## src/rtl/pri_irq_pkg.sv

```systemverilog
// Shared types and helpers for the registered priority interrupt controller.
// Optional rotating priority is selected with the PRI_IRQ_RR_EN macro.
package pri_irq_pkg;

  typedef enum logic {
    IDLE  = 1'b0,
    OFFER = 1'b1
  } state_e;

  function automatic int idx_w(input int n);
    return (n > 1) ? $clog2(n) : 1;
  endfunction

endpackage

```

## src/rtl/pri_enc_n.sv

```systemverilog
// Rotating N-to-IDX_W priority encoder: highest set bit of vec rotated by base.
// With base=0 this is a plain highest-index-wins encoder.
module pri_enc_n #(
  parameter int N     = 8,
  parameter int IDX_W = 3
) (
  input  logic [N-1:0]     vec,
  input  logic [IDX_W-1:0] base,
  output logic [IDX_W-1:0] idx,
  output logic             any
);

  logic [2*N-1:0]   dbl;
  logic [N-1:0]     rot;
  logic [IDX_W-1:0] hi;
  logic [IDX_W:0]   sum;

  always_comb begin
    // rot[j] = vec[(j+base) mod N], so rot[N-1] maps to vec[base-1]
    dbl = {vec, vec} >> base;
    rot = dbl[N-1:0];
    any = |vec;
    hi  = '0;
    for (int j = 0; j < N; j++) begin
      if (rot[j]) hi = IDX_W'(j);
    end
    sum = {1'b0, hi} + {1'b0, base};
    if (sum >= (IDX_W+1)'(N)) sum = sum - (IDX_W+1)'(N);
    idx = sum[IDX_W-1:0];
  end

endmodule

```

## src/rtl/pri_irq_ctrl.sv

```systemverilog
// Edge-capturing masked priority controller with a valid/ready offer port.
// Define PRI_IRQ_RR_EN for rotating priority; default is fixed highest-index.
module pri_irq_ctrl
  import pri_irq_pkg::*;
#(
  parameter  int N     = 8,
  localparam int IDX_W = idx_w(N)
) (
  input  logic             clk,
  input  logic             rst,
  input  logic [N-1:0]     req_in,
  input  logic [N-1:0]     mask,
  input  logic             clr_all,
  output logic             out_valid,
  output logic [IDX_W-1:0] out_idx,
  input  logic             out_ready,
  output logic             out_en,
  output logic [N-1:0]     pend,
  output logic             ovf
);

  state_e           state_q, state_d;
  logic [N-1:0]     pend_q, pend_d;
  logic [N-1:0]     req_q;
  logic             valid_q, valid_d;
  logic [IDX_W-1:0] idx_q, idx_d;
  logic             en_q, en_d;
  logic             ovf_q, ovf_d;

  logic [N-1:0]     rise;
  logic [N-1:0]     clr;
  logic [N-1:0]     elig;
  logic             accept;
  logic [IDX_W-1:0] enc_idx;
  logic             enc_any;
  logic [IDX_W-1:0] base;

`ifdef PRI_IRQ_RR_EN
  logic [IDX_W-1:0] lptr_q, lptr_d;

  always_comb begin
    lptr_d = lptr_q;
    if (accept && !clr_all) lptr_d = idx_q;
  end

  always_ff @(posedge clk or posedge rst) begin
    if (rst) lptr_q <= '0;
    else     lptr_q <= lptr_d;
  end

  assign base = lptr_q;
`else
  assign base = '0;
`endif

  assign rise   = req_in & ~req_q;
  assign accept = (state_q == OFFER) && out_ready;
  assign clr    = accept ? ({{(N-1){1'b0}}, 1'b1} << idx_q) : '0;
  assign elig   = pend_q & ~mask;

  pri_enc_n #(
    .N     (N),
    .IDX_W (IDX_W)
  ) u_enc (
    .vec  (elig),
    .base (base),
    .idx  (enc_idx),
    .any  (enc_any)
  );

  // A rise on the bit being cleared re-arms it instead of being lost
  always_comb begin
    pend_d = (pend_q & ~clr) | rise;
    ovf_d  = ovf_q | (|(rise & pend_q & ~clr));
    if (clr_all) begin
      pend_d = '0;
      ovf_d  = 1'b0;
    end
    en_d = |(pend_d & ~mask);
  end

  always_comb begin
    state_d = state_q;
    unique case (state_q)
      IDLE:    if (enc_any)   state_d = OFFER;
      OFFER:   if (out_ready) state_d = IDLE;
      default:                state_d = IDLE;
    endcase
    if (clr_all) state_d = IDLE;
  end

  always_comb begin
    valid_d = valid_q;
    idx_d   = idx_q;
    unique case (state_q)
      IDLE: begin
        if (enc_any) begin
          valid_d = 1'b1;
          idx_d   = enc_idx;
        end
      end
      OFFER: begin
        if (out_ready) begin
          valid_d = 1'b0;
          idx_d   = '0;
        end
      end
      default: begin
        valid_d = 1'b0;
        idx_d   = '0;
      end
    endcase
    if (clr_all) begin
      valid_d = 1'b0;
      idx_d   = '0;
    end
  end

  always_ff @(posedge clk or posedge rst) begin
    if (rst) begin
      state_q <= IDLE;
      pend_q  <= '0;
      req_q   <= '0;
      valid_q <= 1'b0;
      idx_q   <= '0;
      en_q    <= 1'b0;
      ovf_q   <= 1'b0;
    end else begin
      state_q <= state_d;
      pend_q  <= pend_d;
      req_q   <= req_in;
      valid_q <= valid_d;
      idx_q   <= idx_d;
      en_q    <= en_d;
      ovf_q   <= ovf_d;
    end
  end

  assign out_valid = valid_q;
  assign out_idx   = idx_q;
  assign out_en    = en_q;
  assign pend      = pend_q;
  assign ovf       = ovf_q;

endmodule

```

## config.mk

```make
export PLATFORM = sky130hd
export DESIGN_NAME = pri_irq_ctrl
export DESIGN_NICKNAME = d
export VERILOG_FILES = /design/src/rtl/pri_irq_pkg.sv /design/src/rtl/pri_enc_n.sv /design/src/rtl/pri_irq_ctrl.sv
export SDC_FILE = /design/constraint.sdc
export NUM_CORES = 1
export LEC_CHECK = 0
export BUFFER_PORTS_ARGS = -buffer_cell sky130_fd_sc_hd__buf_4
export CORE_MARGIN = 2
export CORE_UTILIZATION = 49
export DETAILED_ROUTE_END_ITERATION = 8
export PLACE_DENSITY = 0.76
export SETUP_SLACK_MARGIN = 0.5
export SLEW_MARGIN = 20
export SYNTH_ARGS = -nofsm -noshare
export SYNTH_HDL_FRONTEND = slang
export SYNTH_HIERARCHICAL = 1
export SYNTH_SLANG_ARGS = --single-unit
```

## constraint.sdc

```tcl
create_clock -name clk -period 2.55 [get_ports clk]
set_clock_uncertainty 0.2 [all_clocks]
set_input_delay 0.1275 -clock clk [delete_from_list [all_inputs] [get_ports clk]]
set_output_delay 0.1275 -clock clk [all_outputs]
set_load 0.01 [all_outputs]
```

==> results of run 1 <==
## report_power, final
group | internal [uW] | total (uW) | switching [uW]
clock | 61.2 | 180 | 118
sequential | 396 | 432 | 36.7
combinational | 207 | 393 | 185
## critical path, cell delays in order (launching register included)
cell     delay (ns)
dfrtp_1        0.41
nor2b_4        0.14
mux2_2         0.25
a21o_1         0.17
mux4_2         0.47
o21ai_1        0.15
a32oi_1        0.09
ha_2           0.28
a22oi_2        0.15
nor2_1         0.06
## layout make-up
type | instances | area, um^2
multi-input combinational | 136 | 1100
clock buffer | 4 | 26.3
fill | 213 | 666
sequential | 23 | 576
inverter | 8 | 30.0
tap | 44 | 55.1
timing repair buffer | 73 | 603
## worst max path at each step
stage,endpoint,depth (start not counted),start,slack (ns)
after floorplan,out_idx[2],11,pend[3],-0.25
after global placement,out_idx[0],9,pend[3],0.03
after detailed placement,out_idx[0],9,pend[3],0.04
after CTS,out_idx[0],9,pend[1],0.09
after global routing,out_idx[0],9,pend[3],0.05
final,out_idx[0],9,pend[1],0.08
## sequential cells by signal, indices dropped and copies added, names as in the netlist
name	count
out_valid	1
req_q	8
out_idx	3
pend	8
ovf	1
state_q	1
out_en	1
## metal layers
metal  global-route usage [%]  up-vias  share of wire (%)
met5                        0        -                  0
met4                     10.6        0                3.8
met3                     3.20       21                3.8
met2                     42.7       60                 51
met1                     33.6      841                 41
li1                         -      757                  -
## cell usage in the layout, fill, tap and decap left out, types with 2 or more instances in the layout
cell           instances
dlygate4sd3_1         22
nor4_1                 2
dfrtp_1               23
a21o_1                 3
nand3b_1               4
mux4_2                 4
o21ai_1                5
clkbuf_4               3
nor2_1                 9
a21oi_1               12
mux2_4                 4
mux2_2                 2
nor2b_1                4
a22oi_2                2
mux2i_4                2
o21ai_0                7
nand2b_1               8
mux2i_1                6
inv_1                  8
buf_4                 51
a21oi_2                2
nand2_1               11
nor2b_4                5
a22oi_1                2
nand3_1                4
conb_1                 7
## stage by stage
stage / util (%) / std cells / setup slack, ns
after floorplan: - / 172 / -0.247
after global placement: 63.1 / 247 / 0.0260
after detailed placement: 63.1 / 247 / 0.0387
after CTS: 74.5 / 278 / 0.0922
after global routing: 78.2 / 288 / 0.0510
final: 78.2 / 288 / 0.0846
## timing repair
action	CTS	global route
endpoints found under the hold margin	45	7
setup buffers	7	8
hold buffers	20	2
setup endpoints to repair	3	7
gates resized for setup	16	8
pin swaps	7	11
## kinds of logic (layout without fill, tap and decap cells)
family | count (synthesis) | count (layout) | synth area share (%)
buf+inv | 13 | 85 | 3.72
mux | 19 | 19 | 16.4
compound gates | 45 | 45 | 18.4
xor+xnor | 1 | 1 | 0.554
fa+ha+maj | 2 | 2 | 2.06
simple gates | 62 | 62 | 22.2
flops | 23 | 23 | 36.4
other cells | 1 | 7 | 0.237
==> results.md, run 1 <==
* Vias in the first global route at between 1000 and 1500
* Setup TNS at 0 ns
* Top_reg_cell synth: dfrtp_1
* Post-Syn Area at 0.00158 mm^2
* Pwr Total at 1000 uW
* Min-Delay Endpoint: out_en
* Worst VDD drop at around 310 uV
* Post-DP Area at 0.00193 mm^2
* Finished Cell Area at approximately 0.0024 mm^2
* RSZ-0062 raised after global routing: true
* Data required, critical path at 2.57 ns
* Vias post-DR at between 1500 and 2000
* Number of buffers added on ports at 33
* # setup viols final at 0
* First-pass GRT wire length at 6980 um
* Starting density of the core at 51.8%
* Reg clk slew, reported paths at 0.13 ns
* Tcrit/Tclk final at between 90% and 100%
* Top-count cell post-synth: dfrtp_1
* Hold Worst Slack at around 0.12 ns
* Total Die Area at between 0.003 and 0.004 mm^2
* Worst Setup End Kind: register
* Max Cap Violations at 0
* CTS max path bufs at 2
* Final Max Slew Viols at 0
* Final Net Count at 267
* Critical path type: reg2reg
* Post-synth ARST share at 100%
* RD Place Congestion at approximately 0.89
* Min-Delay Path Class: in2reg
* # DRC at 0
* Power Density at between 400 and 500 mW/mm^2
* Die Span Y at ~60 um
* Synthesis-to-layout area growth at 51.1%
* Syn Inst Count at 166
* ANT cells at 0
* Chip Width at 60.8 um
* Largest net degree at the start of global routing at 24
* GRT Util Overall at about a quarter
* Critical Path AT at roughly 2.5 ns
* Number of synthesized flops with an enable pin at 0
* Post-synth cell types at 49
* Status: completed
* Vias per cell at 5.83
* Area contributors post-synth: dfrtp_1, mux2i_1, a21oi_1, nor2b_1, mux2_2
* Fraction of layout cells with a size suffix above 1 at 35.2%
* Crit-path max FO at 4
* Max transition margin at approximately two fifths
* Core area at 0.00305 mm^2
* Worst-Skew Late Latency at between 0.3 and 0.4 ns
* Drt total wl at roughly 4900 um
* Mean post-synth cell area at 9.52 um^2
* Clock sink count at 23
* Reg2reg end: out_idx[0]
* Pre-antenna DRT Iters at 4
* Worst slew pin tran at 0.870 ns
* Static Leakage at 0.00110 uW
* HP Start: mask[6]
* H-Tree Depth at 1
* Yosys warnings at 6
* Top cells by count, synth: dfrtp_1, a21oi_1, nand2_1
* Routed len/inst at roughly 17 um
* Worst reg2reg path depth at 9
* #FFs+latches synth at 23
* Yosys top cell by area: dfrtp_1
* CP startpoint kind: register
* R2r startpoint: pend[1]
* Overflow after GRT at 0
* Iter 0 DRT Violations at around 120
* Standard-cell rows at 20
* Sequential area share after synthesis at 36.4%
* Ports at 34
* CTS tree: yes
* DRT antenna net count at 0
* WHS Path Cells at 4
* Hold Vio Cnt, Final at 0
* Yosys top cell area share at a little over a third
* Peak Freq at 0.406 GHz
* Tmin final at 2.47 ns
* Root Driver: clkbuf_4
* CTS Buf Count at 3
* Flop2flop setup slack at around 0.085 ns
* Initial antenna violation count at 0
* HPWL after DPL at 3010 um
Note: power is estimated with default switching activity, not from simulation.
==> run 2, diff against run 1 <==
--- a/config.mk
+++ b/config.mk
@@ -5,11 +5,12 @@
 export SDC_FILE = /design/constraint.sdc
 export NUM_CORES = 1
 export LEC_CHECK = 0
+export ABC_AREA = 1
 export BUFFER_PORTS_ARGS = -buffer_cell sky130_fd_sc_hd__buf_4
 export CORE_MARGIN = 2
 export CORE_UTILIZATION = 49
 export DETAILED_ROUTE_END_ITERATION = 8
-export PLACE_DENSITY = 0.76
+export PLACE_DENSITY = 0.75
 export SETUP_SLACK_MARGIN = 0.5
 export SLEW_MARGIN = 20
 export SYNTH_ARGS = -nofsm -noshare
==> run 2 against run 1 <==
Against the previous run:
- clock power is 3% lower
- setup slack better by 0.44 ns
- register-to-register slack improved by 0.44 ns
- highest routed layer unchanged
==> results.md, run 2 <==
* Sequential area share after synthesis at 34.5% (was 36.4%)
* Worst VDD drop at 312 uV (was 315 uV)
* Final Max Slew Viols at 0 (unchanged)
* HP Start: mask[0] (was mask[6])
* Final Net Count at 327 (was 267)
* H-Tree Depth at 1 (unchanged)
* RD Place Congestion at 0.899 (was 0.890)
* Flop2flop setup slack at 0.52 ns (was 0.08 ns)
* RSZ-0062 raised after global routing: true (unchanged)
* Mean post-synth cell area at 6.73 um^2 (was 9.52 um^2)
* Standard-cell rows at 21 (was 20)
* Synthesis-to-layout area growth at 32.5% (was 51.1%)
* Fraction of layout cells with a size suffix above 1 at 29.9% (was 35.2%)
* First-pass GRT wire length at 6800 um (was 6980 um)
* Most frequent cells in the layout: nand2_1, buf_4, inv_1, nand3_1, dfrtp_1 (was buf_4, dfrtp_1, dlygate4sd3_1, a21oi_1, nand2_1)
* Reg clk slew, reported paths at 0.13 ns (about the same)
* Reg2reg end: out_idx[1] (was out_idx[0])
* Post-synth cell types at 26 (was 49)
* Worst-Skew Late Latency at 0.32 ns (about the same)
* CTS max path bufs at 2 (unchanged)
* Crit-path max FO at 3 (was 4)
* Tcrit/Tclk final at 79.6% (was 96.7%)
* Hold Vio Cnt, Final at 0 (unchanged)
* Core area at 0.00331 mm^2 (was 0.00305 mm^2)
* Largest net degree at the start of global routing at 24 (unchanged)
* Top_reg_cell synth: dfrtp_1 (unchanged)
* HPWL after DPL at 3000 um (was 3010 um)
* Overflow after GRT at 0 (unchanged)
* Min-Delay Endpoint: out_en (unchanged)
* Worst reg2reg path depth at 11 (was 9)
* Number of buffers added on ports at 33 (unchanged)
* Post-Syn Area at 0.00167 mm^2 (was 0.00158 mm^2)
* Pre-antenna DRT Iters at 5 (was 4)
* Peak Freq at 0.493 GHz (was 0.406 GHz)
* Post-synth ARST share at 100% (unchanged)
* Worst Setup End Kind: register (unchanged)
* Data required, critical path at 2.57 ns (about the same)
* CTS tree: yes (unchanged)
* Vias per cell at 4.97 (was 5.83)
* Top-count cell post-synth: nand2_1 (was dfrtp_1)
* Area contributors post-synth: dfrtp_1, nand2_1, inv_1, nand3_1, nor2_1 (was dfrtp_1, mux2i_1, a21oi_1, nor2b_1, mux2_2)
* Commonest non-fill, non-tap cell in the layout: nand2_1 (was buf_4)
* Syn Inst Count at 248 (was 166)
* Max Cap Violations at 0 (unchanged)
* Vias in the first global route at 1665 (was 1496)
* #FFs+latches synth at 23 (unchanged)
* Layout Cells excl Fill at 350 (was 288)
* Final core utilization at 66.8% (was 78.2%)
* Power Density at 425 mW/mm^2 (was 421 mW/mm^2)
* # DRC at 0 (unchanged)
* Iter 0 DRT Violations at 84 (was 121)
* Total Die Area at 0.00389 mm^2 (was 0.00370 mm^2)
* Clock sink count at 23 (unchanged)
* Critical path type: reg2reg (unchanged)
* Yosys top cell area share at 34.5% (was 36.4%)
* Number of synthesized flops with an enable pin at 0 (unchanged)
* Drt total wl at 4170 um (was 4930 um)
* Max transition margin at 41.2% (was 41.9%)
* Routed len/inst at 11.9 um (was 17.1 um)
* Pre-CTS setup slack at 0.457 ns (was 0.0387 ns)
* Static Leakage at 0.00120 uW (was 0.00110 uW)
* Ports at 34 (unchanged)
* # setup viols final at 0 (unchanged)
* Root Driver: clkbuf_4 (unchanged)
* CTS Buf Count at 3 (unchanged)
* R2r startpoint: pend[7] (was pend[1])
* Worst slew pin tran at 0.881 ns (was 0.870 ns)
* Status: completed (unchanged)
* Top cells by count, synth: nand2_1, inv_1, nand3_1 (was dfrtp_1, a21oi_1, nand2_1)
* Setup TNS at 0 ns (unchanged)
* Initial antenna violation count at 0 (unchanged)
* DRT antenna net count at 0 (unchanged)
* ANT cells at 0 (unchanged)
* Placed insts at 326 (was 247)
* Tmin final at 2.03 ns (was 2.47 ns)
* Yosys warnings at 6 (unchanged)
* Min-Delay Path Class: in2reg (unchanged)
* WHS Path Cells at 6 (was 4)
* Critical Path AT at 2.05 ns (was 2.48 ns)
* GRT Util Overall at 21.4% (was 25.6%)
* CP startpoint kind: register (unchanged)
* Chip Width at 62.4 um (was 60.8 um)
* Starting density of the core at 50.4% (was 51.8%)
* Die Span Y at 62.4 um (was 60.8 um)
* Final worst slack at 0.520 ns (was 0.0846 ns)
* Vias post-DR at 1741 (was 1679)
* Yosys top cell by area: dfrtp_1 (unchanged)
==> run 2: metal layers <==
layer  vias to the layer above  part of all wire [%]  track usage [%]
met5                         -                     0                0
met4                         0                   2.2             9.44
met1                       808                    43             25.6
li1                        878                     -                -
met2                        44                    51             39.1
met3                        11                   3.8             1.99
==> run 2: cells by family after synthesis <==
| logic type | after synthesis | share of synthesized area, % |
|---|---|---|
| AOI/OAI and AO/OA | 21 | 7.35 |
| xor gates and xnor gates | 1 | 0.525 |
| other | 1 | 0.225 |
| adders and majority gates | 2 | 1.95 |
| buffers and inverters | 53 | 13.6 |
| DFF | 23 | 34.5 |
| and+or+nand+nor | 147 | 41.9 |
==> run 2: worst max-delay path: stages (launching register included) <==
cell	delay, ns
dfrtp_1	0.41
inv_1	0.10
nor2_2	0.07
nand2_2	0.07
nand3_1	0.08
nand2_2	0.09
o21ai_2	0.07
nor2_2	0.14
nand2_2	0.08
fa_1	0.48
inv_1	0.07
o22ai_1	0.07
==> run 2: worst max path at each step <==
stage	endpoint	slack, ns	depth (start not counted)	from
finish	out_idx[1]	0.52	11	pend[7]
global placement	out_idx[1]	0.46	12	pend[4]
detailed placement	out_idx[1]	0.46	12	pend[4]
global route	out_idx[1]	0.39	11	pend[7]
floorplan	out_idx[1]	0.58	12	pend[5]
CTS	out_idx[1]	0.50	12	pend[4]
==> run 2: layout make-up <==
cell class                      count  area, um^2
Clock buffer                        4        26.3
Fill cell                         305        1100
Inverter                           48         185
Multi-Input combinational cell    176         942
Sequential cell                    23         576
Tap cell                           46        57.6
Timing Repair Buffer               53         425
==> run 2: through the flow <==
stage | hold WS (ns) | total power, uW | area, um^2
final | 0.0344 | 941 | 2210
after global routing | 0.0552 | 1010 | 2210
after CTS | 0.0196 | 906 | 2090
after detailed placement | 0.0466 | 723 | 1950
after global placement | 0.0451 | 720 | 1950
after floorplan | -0.0706 | 629 | 1680
==> run 2: where the power goes <==
group / switching, uW / internal, uW / leakage, uW
Clock: 113 / 61.2 / 0.0000150
Sequential: 29.1 / 397 / 0.000288
Combinational: 192 / 150 / 0.000900
Total: 333 / 608 / 0.00120
==> run 2: what timing repair did <==
item / in CTS / in global routing
hold buffers: 11 / 0
resized for setup: 2 / 20
endpoints found under the setup margin: 1 / 2
setup buffers: 0 / 9
pin swaps: 0 / 14
gates cloned: 0 / 0
endpoints found under the hold margin: 42 / 0
==> run 3, diff against run 2 <==
--- a/config.mk
+++ b/config.mk
@@ -8,9 +8,9 @@
 export ABC_AREA = 1
 export BUFFER_PORTS_ARGS = -buffer_cell sky130_fd_sc_hd__buf_4
 export CORE_MARGIN = 2
-export CORE_UTILIZATION = 49
+export CORE_UTILIZATION = 55
 export DETAILED_ROUTE_END_ITERATION = 8
-export PLACE_DENSITY = 0.75
+export PLACE_DENSITY = 0.8
 export SETUP_SLACK_MARGIN = 0.5
 export SLEW_MARGIN = 20
 export SYNTH_ARGS = -nofsm -noshare
==> constraint.sdc (replaced) <==
create_clock -name clk -period 1.89 [get_ports clk]
set_clock_uncertainty 0.2 [all_clocks]
set_input_delay 0.0945 -clock clk [delete_from_list [all_inputs] [get_ports clk]]
set_output_delay 0.0945 -clock clk [all_outputs]
set_load 0.01 [all_outputs]
==> run 3 against run 2 <==
Against the previous run:
- the flow now finishes with violations (hold timing, setup timing)
- sequential share of layout area shrank 3.6 points
- core utilization grew 24 points
- first-iteration DRC count grew 130%
- global-route usage grew 11 points
- clock-buffer cell count shrank 1
- flip-flop and latch count is the same
==> results.md, run 3 (synthesis results as in run 2) <==
* CP top delay family: simple AND/OR/NAND/NOR gates (unchanged)
* Drt total wl at 6090 um (was 4170 um)
* Iter 0 DRT Violations at 197 (was 84)
* Worst VDD drop at 509 uV (was 312 uV)
* Min-Delay Path Class: in2reg (unchanged)
* Filler Cells Inserted at 126 (was 305)
* Core area at 0.00283 mm^2 (was 0.00331 mm^2)
* Flop2flop setup slack at -0.13 ns (was 0.52 ns)
* Routed len/inst at 16.9 um (was 11.9 um)
* Most frequent cells in the layout: buf_4, nand2_1, inv_1, nand2_2, dfrtp_1 (was nand2_1, buf_4, inv_1, nand3_1, dfrtp_1)
* Data required, critical path at 1.90 ns (was 2.57 ns)
* Footprint of the multi-input gates at 0.00111 mm^2 (was 942 um^2)
* Pre-CTS setup slack at -0.0306 ns (was 0.457 ns)
* GRT Util Overall at 32.1% (was 21.4%)
* Root Driver: clkbuf_4 (unchanged)
* WHS Path Cells at 4 (was 6)
* Clock sink count at 23 (unchanged)
* Slowest stage cell, crit path: fa_2 (was fa_1)
* RD Place Congestion at 0.840 (was 0.899)
* Final Max Slew Viols at 0 (unchanged)
* # setup viols final at 2 (was 0)
* Vias per cell at 5.71 (was 4.97)
* ANT cells at 0 (unchanged)
* Starting density of the core at 59.0% (was 50.4%)
* Synthesis-to-layout area growth at 54.0% (was 32.5%)
* # DRC at 0 (unchanged)
* Fraction of layout cells with a size suffix above 1 at 44.7% (was 29.9%)
* Vias post-DR at 2054 (was 1741)
* Max Cap Violations at 0 (unchanged)
* Tmin final at 2.02 ns (was 2.03 ns)
* RSZ-0062 raised after global routing: true (unchanged)
* Initial antenna violation count at 0 (unchanged)
* Ports at 34 (unchanged)
* Post-CTS Hold Fix Bufs at 16 (was 11)
* Critical Path AT at 2.03 ns (was 2.05 ns)
* Hold Worst Slack at -0.0142 ns (was 0.0344 ns)
* Commonest non-fill, non-tap cell in the layout: buf_4 (was nand2_1)
* Hold Vio Cnt, Final at 1 (was 0)
* Pre-antenna DRT Iters at 7 (was 5)
* First-pass GRT wire length at 8470 um (was 6800 um)
* H-Tree Depth at 1 (unchanged)
* Chip Width at 59.1 um (was 62.4 um)
* Worst slew pin tran at 0.522 ns (was 0.881 ns)
* CTS Buf Count at 3 (unchanged)
* Min-Delay Endpoint: state_q (was out_en)
* Peak Freq at 0.496 GHz (was 0.493 GHz)
* CP startpoint kind: register (unchanged)
* Max transition margin at 65.2% (was 41.2%)
* Crit-path max FO at 3 (unchanged)
* Pwr Total at 1460 uW (was 941 uW)
* Total Die Area at 0.00349 mm^2 (was 0.00389 mm^2)
* Vias in the first global route at 1856 (was 1665)
* Final worst slack at -0.128 ns (was 0.520 ns)
* Standard-cell rows at 19 (was 21)
* Final core utilization at 90.9% (was 66.8%)
* Delay of the slowest cell on the worst path at 0.46 ns (was 0.48 ns)
* DRT antenna net count at 0 (unchanged)
* Worst Setup End Kind: register (unchanged)
* HP Start: out_ready (was mask[0])
* Violated checks: hold timing, setup timing
* CTS max path bufs at 2 (unchanged)
* Reg clk slew, reported paths at 0.13 ns (about the same)
* Die Span Y at 59.1 um (was 62.4 um)
* Power Density at 566 mW/mm^2 (was 425 mW/mm^2)
* Crit path buf inv count at 2 (unchanged)
* Tcrit/Tclk final at 107% (was 79.6%)
* Worst reg2reg path depth at 12 (was 11)
* Cell with the most instances on the worst path: nand2_2 (unchanged)
* CTS tree: yes (unchanged)
* Seq. cell area at 577 um^2 (was 576 um^2)
* HPWL after DPL at 3210 um (was 3000 um)
* Crit path cell chain: inv_2 > nor2_2 > nand2_2 > nand3_2 > nand3_2 > nand2_2 > nor2_4 > nand2_2 > nand2_2 > fa_2 > inv_2 > o22ai_1 (was inv_1 > nor2_2 > nand2_2 > nand3_1 > nand2_2 > o21ai_2 > nor2_2 > nand2_2 > fa_1 > inv_1 > o22ai_1)
* Overflow after GRT at 0 (unchanged)
* Worst-Skew Late Latency at 0.32 ns (about the same)
* Critical path type: reg2reg (unchanged)
* Number of buffers added on ports at 33 (unchanged)
* Final Net Count at 352 (was 327)
* R2r startpoint: pend[5] (was pend[7])
* Static Leakage at 0.00136 uW (was 0.00120 uW)
* Status: complete, but fails checks (was completed)
* Largest net degree at the start of global routing at 24 (unchanged)
* Reg2reg end: out_idx[1] (unchanged)
## run 3: area by class of cell
cell class / count / share of cell area (%)
inverter: 48 / 7.20
tap: 31 / 1.51
clock buffer: 3 / 0.876
multi-input combinational: 176 / 43.0
timing repair buffer: 78 / 24.8
clock inverter: 1 / 0.195
sequential: 23 / 22.4
## run 3: worst max-delay path by stage
stage,slack (ns),start,endpoint,cells past startpoint
2_1_floorplan,-0.51,pend[2],out_idx[2],21
3_3_place_gp,-0.02,pend[7],out_idx[1],11
3_5_place_dp,-0.03,pend[7],out_idx[1],11
4_1_cts,0.0003,pend[4],out_idx[1],12
5_1_grt,-0.21,pend[5],out_idx[1],12
6_report,-0.13,pend[5],out_idx[1],12
## run 3: timing repair
action	CTS	global route
pin swaps	19	14
endpoints found under the setup margin	7	8
buffers inserted	8	4
gates resized for setup	34	22
endpoints found under the hold margin	42	1
## run 3: tightest hold or removal path, delay by kind of cell
family / cells / cell delay, ns
buf+inv: 1 / 0.11
simple gates: 2 / 0.15
compound gates: 1 / 0.11
## run 3: where the power goes
group / switching [uW] / internal [uW] / leakage (uW)
clock network: 160 / 79.2 / 0.0000177
registers: 39.8 / 536 / 0.000286
logic: 360 / 281 / 0.00106
total: 560 / 896 / 0.00136
## run 3: routing by layer
| layer | vias up | part of all wire (%) | track usage [%] |
|---|---|---|---|
| li1 | 921 | - | - |
| met1 | 968 | 38 | 41.6 |
| met2 | 135 | 51 | 55.1 |
| met3 | 30 | 7.5 | 5.68 |
| met4 | 0 | 4.0 | 8.44 |
| met5 | - | 0 | 0 |
## run 3: through the flow
step | instance area (um^2) | setup TNS (ns) | cells
after CTS | 2460 | 0 | 356
final | 2570 | -0.141 | 360
after floorplan | 1720 | -0.834 | 252
after global routing | 2570 | -0.368 | 360
after detailed placement | 2090 | -0.0306 | 328
after global placement | 2090 | -0.0174 | 328
